`config.mk`:
```
export PLATFORM = sky130hd
export DESIGN_NAME = hirose_core_arbiter_flat
export DESIGN_NICKNAME = d
export VERILOG_FILES = /design/src/rtl/hirose_core_arbiter_if.sv /design/src/rtl/hirose_core_arbiter.sv /design/src/flat_wrapper.sv
export SDC_FILE = /design/constraint.sdc
export NUM_CORES = 1
export LEC_CHECK = 0
export CAP_MARGIN = 40
export CORE_AREA = 3 3 176 178
export CTS_CLUSTER_DIAMETER = 100
export DETAILED_ROUTE_END_ITERATION = 6
export DIE_AREA = 0 0 179 181
export MAX_ROUTING_LAYER = met4
export SETUP_SLACK_MARGIN = 0.2
export SLEW_MARGIN = 15
export SYNTH_ARGS = -nofsm -noshare
export SYNTH_HDL_FRONTEND = slang
export SYNTH_SLANG_ARGS = --single-unit
```
`constraint.sdc`:
```
create_clock -name clk -period 1.9 [get_ports clk]
set_input_delay 0.19 -clock clk [delete_from_list [all_inputs] [get_ports clk]]
set_output_delay 0.19 -clock clk [all_outputs]
set_load 0.01 [all_outputs]
```
`src/rtl/hirose_core_arbiter_if.sv`:
```
// Requester/response bus between host logic and the Hirose core arbiter.
// The master side issues jobs and consumes results; the arbiter is the slave.
interface hirose_core_arbiter_if #(
    parameter int N_REQ      = 2,
    parameter int DATA_WIDTH = 64,
    parameter int HASH_WIDTH = 128
);
    localparam int ID_W = (N_REQ > 1) ? $clog2(N_REQ) : 1;

    logic [N_REQ-1:0]            req_valid;
    logic [N_REQ-1:0]            req_ready;
    logic [N_REQ*DATA_WIDTH-1:0] req_data;
    logic                        resp_valid;
    logic                        resp_ready;
    logic [ID_W-1:0]             resp_id;
    logic [HASH_WIDTH-1:0]       resp_hash;
    logic                        resp_timeout;

    modport master (
        output req_valid, req_data, resp_ready,
        input  req_ready, resp_valid, resp_id, resp_hash, resp_timeout
    );

    modport slave (
        input  req_valid, req_data, resp_ready,
        output req_ready, resp_valid, resp_id, resp_hash, resp_timeout
    );
endinterface

```
`src/rtl/hirose_core_arbiter.sv`:
```
// Round-robin job arbiter sharing one Hirose-PRESENT compression core.
// Each job: reset the core, drive the latched block, wait for end or timeout.
module hirose_core_arbiter #(
    parameter int N_REQ          = 2,
    parameter int DATA_WIDTH     = 64,
    parameter int HASH_WIDTH     = 128,
    parameter int TIMEOUT_CYCLES = 1024,
    parameter int RST_CYCLES     = 2
) (
    input  logic                  clk,
    input  logic                  rst,
    hirose_core_arbiter_if.slave  bus,
    output logic                  busy,
    output logic                  core_rst,
    output logic [DATA_WIDTH-1:0] core_plaintext,
    input  logic                  core_end,
    input  logic [HASH_WIDTH-1:0] core_hash
);
    localparam int ID_W    = (N_REQ > 1) ? $clog2(N_REQ) : 1;
    localparam int CNT_MAX = (TIMEOUT_CYCLES > RST_CYCLES) ? TIMEOUT_CYCLES : RST_CYCLES;
    localparam int CNT_W   = (CNT_MAX > 1) ? $clog2(CNT_MAX) : 1;

    generate
        if (HASH_WIDTH != 2 * DATA_WIDTH) begin : g_bad_hash_width
            $error("HASH_WIDTH must equal 2*DATA_WIDTH");
        end
        if (N_REQ < 2 || N_REQ > 8) begin : g_bad_n_req
            $error("N_REQ must be in 2..8");
        end
        if (RST_CYCLES < 1 || TIMEOUT_CYCLES < 1) begin : g_bad_cycles
            $error("RST_CYCLES and TIMEOUT_CYCLES must be >= 1");
        end
    endgenerate

    typedef enum logic [1:0] {IDLE, LOAD, RUN, RESP} state_t;

    state_t                state_reg, state_next;
    logic [CNT_W-1:0]      cnt_reg, cnt_next;
    logic [ID_W-1:0]       last_reg, last_next;
    logic [ID_W-1:0]       id_reg, id_next;
    logic [DATA_WIDTH-1:0] pt_reg, pt_next;
    logic [HASH_WIDTH-1:0] hash_reg, hash_next;
    logic                  timeout_reg, timeout_next;

    logic [DATA_WIDTH-1:0] blk [N_REQ];
    logic                  grant_found;
    logic                  grant_valid;
    logic [ID_W-1:0]       grant_idx;

    genvar gi;
    generate
        for (gi = 0; gi < N_REQ; gi++) begin : g_req
            assign blk[gi]           = bus.req_data[gi*DATA_WIDTH +: DATA_WIDTH];
            assign bus.req_ready[gi] = grant_valid && (grant_idx == ID_W'(gi));
        end
    endgenerate

    // Search starts one past the last winner, so a continuously valid set rotates.
    always_comb begin
        int              cand;
        logic [ID_W-1:0] cand_id;
        grant_found = 1'b0;
        grant_idx   = '0;
        cand        = 0;
        cand_id     = '0;
        for (int k = 1; k <= N_REQ; k++) begin
            cand = int'(last_reg) + k;
            if (cand >= N_REQ) begin
                cand = cand - N_REQ;
            end
            cand_id = ID_W'(cand);
            if (!grant_found && bus.req_valid[cand_id]) begin
                grant_found = 1'b1;
                grant_idx   = cand_id;
            end
        end
    end

    assign grant_valid = (state_reg == IDLE) && grant_found;

    always_comb begin
        state_next   = state_reg;
        cnt_next     = cnt_reg;
        last_next    = last_reg;
        id_next      = id_reg;
        pt_next      = pt_reg;
        hash_next    = hash_reg;
        timeout_next = timeout_reg;
        case (state_reg)
            IDLE: begin
                if (grant_valid) begin
                    pt_next    = blk[grant_idx];
                    id_next    = grant_idx;
                    last_next  = grant_idx;
                    cnt_next   = '0;
                    state_next = LOAD;
                end
            end
            LOAD: begin
                if (cnt_reg == CNT_W'(RST_CYCLES - 1)) begin
                    cnt_next   = '0;
                    state_next = RUN;
                end else begin
                    cnt_next = cnt_reg + CNT_W'(1);
                end
            end
            RUN: begin
                // A core finish in the last allowed cycle still counts as success.
                if (core_end) begin
                    hash_next    = core_hash;
                    timeout_next = 1'b0;
                    state_next   = RESP;
                end else if (cnt_reg == CNT_W'(TIMEOUT_CYCLES - 1)) begin
                    hash_next    = '0;
                    timeout_next = 1'b1;
                    state_next   = RESP;
                end else begin
                    cnt_next = cnt_reg + CNT_W'(1);
                end
            end
            RESP: begin
                if (bus.resp_ready) begin
                    state_next = IDLE;
                end
            end
            default: state_next = IDLE;
        endcase
    end

    always_ff @(posedge clk) begin
        if (rst) begin
            state_reg   <= IDLE;
            cnt_reg     <= '0;
            last_reg    <= ID_W'(N_REQ - 1);
            id_reg      <= '0;
            pt_reg      <= '0;
            hash_reg    <= '0;
            timeout_reg <= 1'b0;
        end else begin
            state_reg   <= state_next;
            cnt_reg     <= cnt_next;
            last_reg    <= last_next;
            id_reg      <= id_next;
            pt_reg      <= pt_next;
            hash_reg    <= hash_next;
            timeout_reg <= timeout_next;
        end
    end

    // The core sits in reset everywhere except RUN.
    assign core_rst         = (state_reg != RUN);
    assign busy             = (state_reg != IDLE);
    assign core_plaintext   = pt_reg;
    assign bus.resp_valid   = (state_reg == RESP);
    assign bus.resp_id      = id_reg;
    assign bus.resp_hash    = hash_reg;
    assign bus.resp_timeout = timeout_reg;

endmodule
```
`src/flat_wrapper.sv`:
```
// flat-port wrapper written by rule: the top's interface ports become plain ports
module hirose_core_arbiter_flat 
#(
    parameter int N_REQ          = 2,
    parameter int DATA_WIDTH     = 64,
    parameter int HASH_WIDTH     = 128,
    parameter int TIMEOUT_CYCLES = 1024,
    parameter int RST_CYCLES     = 2
)
  (clk, rst, busy, core_rst, core_plaintext, core_end, core_hash, bus_req_valid, bus_req_data, bus_resp_ready, bus_req_ready, bus_resp_valid, bus_resp_id, bus_resp_hash, bus_resp_timeout);
  hirose_core_arbiter_if #(.N_REQ(N_REQ), .DATA_WIDTH(DATA_WIDTH), .HASH_WIDTH(HASH_WIDTH)) bus_i ();
  input  logic clk;
  input  logic rst;
  output logic busy;
  output logic core_rst;
  output logic [DATA_WIDTH-1:0] core_plaintext;
  input  logic core_end;
  input  logic [HASH_WIDTH-1:0] core_hash;
  input wire logic [$bits(bus_i.req_valid)-1:0] bus_req_valid;
  input wire logic [$bits(bus_i.req_data)-1:0] bus_req_data;
  input wire logic [$bits(bus_i.resp_ready)-1:0] bus_resp_ready;
  output wire logic [$bits(bus_i.req_ready)-1:0] bus_req_ready;
  output wire logic [$bits(bus_i.resp_valid)-1:0] bus_resp_valid;
  output wire logic [$bits(bus_i.resp_id)-1:0] bus_resp_id;
  output wire logic [$bits(bus_i.resp_hash)-1:0] bus_resp_hash;
  output wire logic [$bits(bus_i.resp_timeout)-1:0] bus_resp_timeout;
  assign bus_i.req_valid = bus_req_valid;
  assign bus_i.req_data = bus_req_data;
  assign bus_i.resp_ready = bus_resp_ready;
  assign bus_req_ready = bus_i.req_ready;
  assign bus_resp_valid = bus_i.resp_valid;
  assign bus_resp_id = bus_i.resp_id;
  assign bus_resp_hash = bus_i.resp_hash;
  assign bus_resp_timeout = bus_i.resp_timeout;
  hirose_core_arbiter #(.N_REQ(N_REQ), .DATA_WIDTH(DATA_WIDTH), .HASH_WIDTH(HASH_WIDTH), .TIMEOUT_CYCLES(TIMEOUT_CYCLES), .RST_CYCLES(RST_CYCLES)) u_core (.clk(clk), .rst(rst), .bus(bus_i), .busy(busy), .core_rst(core_rst), .core_plaintext(core_plaintext), .core_end(core_end), .core_hash(core_hash));
endmodule
```
==> results.md, run 1 <==
* Synth top area cells: dfxtp_1 59%, a22o_1 16%, a222oi_1 9.2%
* Fin crit share at 101%
* CTS H-tree depth at 1
* NumNets Final at 1378
* Register area at 4150 um2
* Setup CP Type: register to register
* WP data arrival at 2350 ps
* Row Count at 63
* Antenna violations before repair at 0
* GRT Overall Usage at 17.0%
* Mapped Area at 7000 um2
* Die ar. at 32400 um2
* Post-layout util at 45.8%
* Top cell type's share of synthesized area at 59.2%
* Clock sink total at 207
* Compound-gate portion of the synthesized area at 28.2%
* XOR/XNOR Fraction of Synth Area at 0%
* Yosys reg bits at 207
* CTS tree: built
* RePlAce Congestion at 0.816
* Largest family of logic cells by synthesized area: compound AO/OA/AOI/OAI gates
* Adder-Cell Fraction of Synth Area at 1.07%
* Mux share of post-synthesis cell area at 0.286%
* Mapped Nets at 889
* Area growth syn-to-layout at 93.4%
* Status: complete, but fails checks
* Crit path time final at 1920 ps
* Rel. slew slack at 76.2%
* Footprint of the multi-input gates at 2760 um2
* PwrDens at 1120 nW/um2
* Total CTS buffers at 24
* Synth Area per Inst at 11.3 um2
* Area leader, netlist: dfxtp_1
* Final cell count without fillers at 1516
* Fill cell count at 2772
* CP cell instances: ha_2 > nand4_1 > nor4_4 > or3b_4 > or4_1 > a31oi_1
* Synth Instances at 621
* Fmax at 0.522 GHz
* Worst-path clk slew at 60 ps
* Layout cells sized above 1 at 12.6%
* Max reg flops at 128
* DR DRC count at 3
* Largest net degree at the start of global routing at 75
* Final Hold Viols at 0
* Dpl cells at 1456
* VDD IR max at 0.570 mV
* Drt first pass iters at 7
* Pint at 10.7 mW
* Most used flip-flop cell after synthesis: dfxtp_1
* Drt wl/cell at 19.3 um
* Switching power at 4.44 mW
* DR vias at 7189
* Vias per cell at 4.74
* Final WL at 29300 um
* Library cells used by synthesis at 36
* Power share of the sequential group at 34.8%
* N_diodes at 0
* Worst-skew pair later-pin latency at 510 ps
* Clock power frac at 31.0%
* Setup Skew at 6.66 ps
* Largest stage delay on the critical path at 510 ps
* Global route overflow at 0
* Failing checks: DRC, setup timing
* Core Area at 29600 um2
* Simple-gate share of the synthesized area at 7.44%
* Setup WS post-layout at -15.2 ps
* Vias in the first global route at 7327
* Ys async rst share at 0%
* Number of I/O port buffers at 460
* Sw frac at 29.4%
* Final setup violation count at 16
* HPWL Detailed at 20700 um
* Max cap viols at 0
* Width of the die at 179 um
* Worst-Margin Slew at 357 ps
* Yosys warns at 0
* Leakage at 5.15 nW
* CTS Buffer Depth at 3
* Critical Path RT at 2340 ps
* Post-synth EDFFs at 0
* Initial core utilization at 23.7%
* Die H at 181 um
* RSZ-0062 raised after global routing: yes
* Combinational power share at 34.2%
* DR iter-0 viols at 480
* Worst hold path class: primary input to register
* Clock root buffer: clkbuf_16
* First-pass GRT wire length at 42600 um
* Post-synthesis sequential area ratio at 59.2%
* Most numerous cell in the Yosys netlist: dfxtp_1
* Startpoint Class: register
* Synth top cells by count: 207 x dfxtp_1, 128 x a22o_1, 80 x nor2_1
* Final ANT Viol Nets at 0
* Io pins at 461
* Worst-path maximum fanout at 4
* Critical path's slowest cell: or4_1
* Fin. max-slew vios at 0
* Crit end category: register
-- power groups by stage --
stage          clock (mW)  combinational [mW]  sequential (mW)
4_1_cts              4.86                4.91             5.25
5_1_grt              5.01                5.53             5.31
3_5_place_dp            0                4.65             5.31
3_3_place_gp            0                4.61             5.30
2_1_floorplan           0                1.83             5.53
6_report             4.69                5.16             5.25
-- timing repair --
item                                    4_1_cts  5_1_grt
pin swaps                                    11       19
endpoints found under the setup margin      210      194
hold buffers                                  0        0
gates cloned                                  1        2
gates resized for setup                      54       19
hold endpoints to repair                      0        0
setup buffers                                12        3
-- placed cells by master, fill, tap and decap left out, drive strengths merged, types with 5 or more instances in the layout --
cell type / Yosys / layout
o21ai: 7 / 7
inv: 8 / 8
nand2: 10 / 10
buf: 16 / 67
clkinv: 0 / 7
a21oi: 11 / 11
clkdlybuf4s50: 0 / 450
nand3: 6 / 6
ha: 6 / 6
a222oi: 64 / 64
nor2: 80 / 80
a22o: 128 / 128
clkbuf: 44 / 34
nand3b: 5 / 5
dfxtp: 207 / 207
-- path summary, 6_finish.rpt --
| path | to | startpoint | cells after the start | slack, ps |
|---|---|---|---|---|
| max reg2reg | u_core.cnt_reg[9] | u_core.cnt_reg[0] | 6 | -20 |
| max | u_core.cnt_reg[9] | u_core.cnt_reg[0] | 6 | -20 |
| min reg2reg | u_core.bus.resp_hash[109] | u_core.bus.resp_hash[109] | 1 | 480 |
| min | u_core.bus.resp_id | rst | 2 | 30 |
-- cell families after synthesis --
kind of cell	after synthesis
DFF	207
buffers and inverters	68
and+or+nand+nor	116
AOI/OAI and AO/OA	222
adders and majority gates	6
muxes	2
-- through the flow --
stage               instance area (um2)  TNS (ps)  hold slack, ps  power, mW  setup WS (ps)
floorplan                          7070     -37.8             289       7.36          -33.2
global placement                  12400     -6820             461       9.92           -134
detailed placement                12400    -10570             463       9.96           -188
CTS                               13400     -4.35            18.6       15.0          -4.35
global route                      13500    -10010            47.2       15.9           -110
finish                            13500     -81.5            33.3       15.1          -15.2
-- layer usage --
layer  track usage [%]  up-vias  share of wire (%)
met5                 -        -                  0
met4              3.87        0                1.9
met3              4.04       40                7.9
met2              30.0      315                 50
met1              19.5     3425                 40
li1                  -     3409                  -
-- cell type report --
cell class              count  share of cell area (%)
repair buffers            523                    39.1
multi-input cells         346                    20.4
flip-flops and latches    207                    30.7
well taps                 390                    3.61
clock buffers              32                    4.97
inverters                   8                   0.277
clock inverters            10                   0.953
-- worst max-delay path: cells and delay by family, from the launching register on --
family / cells / cell delay (ps)
flops: 1 / 360
simple gates: 4 / 1160
compound gates: 1 / 140
fa+ha+maj: 1 / 190
(Power assumes the default switching activity.)
==> inputs of run 2 (changes only) <==
Settings changed: TNS_END_PERCENT set to 10.
Clock period 1.9 ns to 2 ns, I/O delays scaled along.
==> run 2 against run 1 <==
  * The flow finishes with violations (DRC)
  * Largest power group unchanged
  * Via count decreased by 0.65%
  * Sequential share of layout area decreased by 0.15 points
  * First-iteration DRC count decreased by 3.3%
  * Sequential cell count unchanged
  * Worst setup slack improved by 78 ps
  * Critical path type unchanged
  * Total power decreased by 3.4%
  * Critical endpoint is now u_core.cnt_reg[0]
==> results.md, run 2 (synthesized netlist as in run 1, its figures left out) <==
* Dpl cells at 1446 (-0.69%)
* Die ar. at 32400 um2 (unchanged)
* DR DRC count at 3 (unchanged)
* Final WL at 30500 um (+4.3%)
* Final cell count without fillers at 1508 (-0.53%)
* First-pass GRT wire length at 43700 um (+2.4%)
* Setup WS post-layout at 62.6 ps (+77.9 ps)
* Max cap viols at 0 (unchanged)
* Worst-skew pair later-pin latency at 510 ps (about the same)
* Row Count at 63 (unchanged)
* Drt first pass iters at 7 (unchanged)
* Power share of the sequential group at 34.4% (-0.4 points)
* Crit path time final at 1940 ps (+22.1 ps)
* Reg-to-reg critical path startpoint: u_core.cnt_reg[1]
* Worst-path clk slew at 60 ps (about the same)
* Hold Buf Count CTS at 0 (unchanged)
* Hold Path Depth at 3 (+1)
* Global route overflow at 0 (unchanged)
* Core Area at 29600 um2 (unchanged)
* Antenna violations before repair at 2 (+2)
* Rel. slew slack at 71.4% (-4.8 points)
* Final ANT Viol Nets at 0 (unchanged)
* Fmax at 0.516 GHz (-1.1%)
* Hold Crit Start: rst
* DR iter-0 viols at 464 (-3.3%)
* RSZ-0062 raised after global routing: yes
* Final Hold Viols at 0 (unchanged)
* Status: complete, but fails checks
* RePlAce Congestion at 0.794 (-2.7%)
* Clock sink total at 207 (unchanged)
* Setup TNS at 0 ps (+81.5 ps)
* Finished Cell Area at 13600 um2 (+0.61%)
* Post-Place Cell Area at 12300 um2 (-0.49%)
* Pint at 10.4 mW (-2.6%)
* VDD IR max at 0.681 mV (+19%)
* Io pins at 461 (unchanged)
* Vias per cell at 4.74 (-0.13%)
* Worst hold path class: primary input to register
* NumNets Final at 1366 (-0.87%)
* Leakage at 5.13 nW (-0.29%)
* Initial core utilization at 23.7% (unchanged)
* Total power at 14.6 mW (-3.4%)
* Total CTS buffers at 24 (unchanged)
* Critical Path RT at 2390 ps (+50 ps)
* Fin crit share at 96.9% (-3.9 points)
* DR vias at 7142 (-0.65%)
* Max reg flops at 128 (unchanged)
* Post-Place Setup Slack at -23.3 ps (+165 ps)
* WP data arrival at 2320 ps (-30 ps)
* Combinational power share at 32.4% (-1.8 points)
* PwrDens at 1070 nW/um2 (-4.0%)
* Number of cells on the worst reg-to-reg path at 9 (+3)
* Area growth syn-to-layout at 94.6%
* Final setup violation count at 0 (-16)
* Crit end category: register
* GRT Overall Usage at 17.8% (+0.74 points)
* Worst-Margin Slew at 429 ps (+71.6 ps)
* Most frequent cells in the layout: 452 x clkdlybuf4s50_1, 201 x dfxtp_1, 128 x a22o_1
* Sw frac at 28.8% (-0.56 points)
* CTS H-tree depth at 1 (unchanged)
* Vias in the first global route at 7388 (+0.83%)
* Setup Skew at 9.43 ps (+2.77 ps)
* Startpoint Class: register
* Number of I/O port buffers at 460 (unchanged)
* CTS Buffer Depth at 3 (unchanged)
* Most common cell after layout, fill and taps aside: clkdlybuf4s50_1
* Clock root buffer: clkbuf_16
* Drt wl/cell at 20.2 um (+4.9%)
* Largest net degree at the start of global routing at 80 (+6.7%)
* Width of the die at 179 um (unchanged)
* Clock power frac at 33.2% (+2.2 points)
* HPWL Detailed at 21700 um (+4.6%)
* Die H at 181 um (unchanged)
* Fin. max-slew vios at 0 (unchanged)
* Setup CP Type: register to register
* Worst-path maximum fanout at 4 (unchanged)
* Post-layout util at 46.0% (+0.28 points)
* Switching power at 4.21 mW (-5.2%)
* Hold Path End: u_core.cnt_reg[0]
* Layout cells sized above 1 at 11.9% (-0.69 points)
* Failing checks: DRC
* CTS tree: built
* Hold slack final at 256 ps (+222 ps)
* Fill cell count at 2785 (+0.47%)
* Worst R2R Setup Slack at 60 ps (+80 ps)
* FF-to-FF End: u_core.cnt_reg[0]
==> run 2: layout make-up <==
class | instances | area, um2 | share of cell area (%)
timing repair buffer | 511 | 5280 | 38.8
antenna | 2 | 5.00 | 0.0368
inverter | 8 | 35.0 | 0.257
sequential | 207 | 4160 | 30.6
clock buffer | 34 | 739 | 5.43
clock inverter | 10 | 156 | 1.15
multi-input combinational | 346 | 2750 | 20.2
tap | 390 | 488 | 3.58
==> run 2: power groups by stage <==
stage / sequential (mW) / combinational, mW / clock, mW
floorplan: 5.25 / 1.71 / 0
global placement: 5.08 / 4.37 / 0
detailed placement: 5.08 / 4.39 / 0
CTS: 5.01 / 4.53 / 5.02
global route: 5.09 / 5.07 / 5.19
finish: 5.02 / 4.72 / 4.85
==> run 2: worst max path at each step <==
| stage | cells after the start | from | slack [ps] | endpoint |
|---|---|---|---|---|
| CTS | 7 | u_core.cnt_reg[1] | 70 | u_core.state_reg[0] |
| global route | 9 | u_core.cnt_reg[1] | -3 | u_core.cnt_reg[1] |
| finish | 9 | u_core.cnt_reg[1] | 60 | u_core.cnt_reg[0] |
| detailed placement | 8 | u_core.state_reg[1] | -20 | u_core.cnt_reg[5] |
| global placement | 6 | bus_req_valid[0] | 4 | u_core.cnt_reg[9] |
| floorplan | 8 | u_core.state_reg[0] | 70 | u_core.cnt_reg[1] |
==> run 2: critical path, cell delays in order (launching register included) <==
cell     delay, ps
dfxtp_4        360
inv_2           60
ha_4           110
or4b_4         490
o31ai_4        280
buf_6          150
nor4b_4         40
buf_4          150
mux2i_1        120
nor2_1          50
==> run 2: layer usage <==
layer | global-route usage, % | wire length (um)
met5 | - | 0
met4 | 5.83 | 867
met3 | 6.87 | 3700
met2 | 29.6 | 14900
met1 | 19.4 | 11100
==> run 2: what timing repair did <==
item | 4_1_cts | 5_1_grt
resized for setup | 34 | 28
endpoints found under the setup margin | 140 | 194
setup buffers | 6 | 5
pin swaps | 106 | 75
gates cloned | 0 | 5
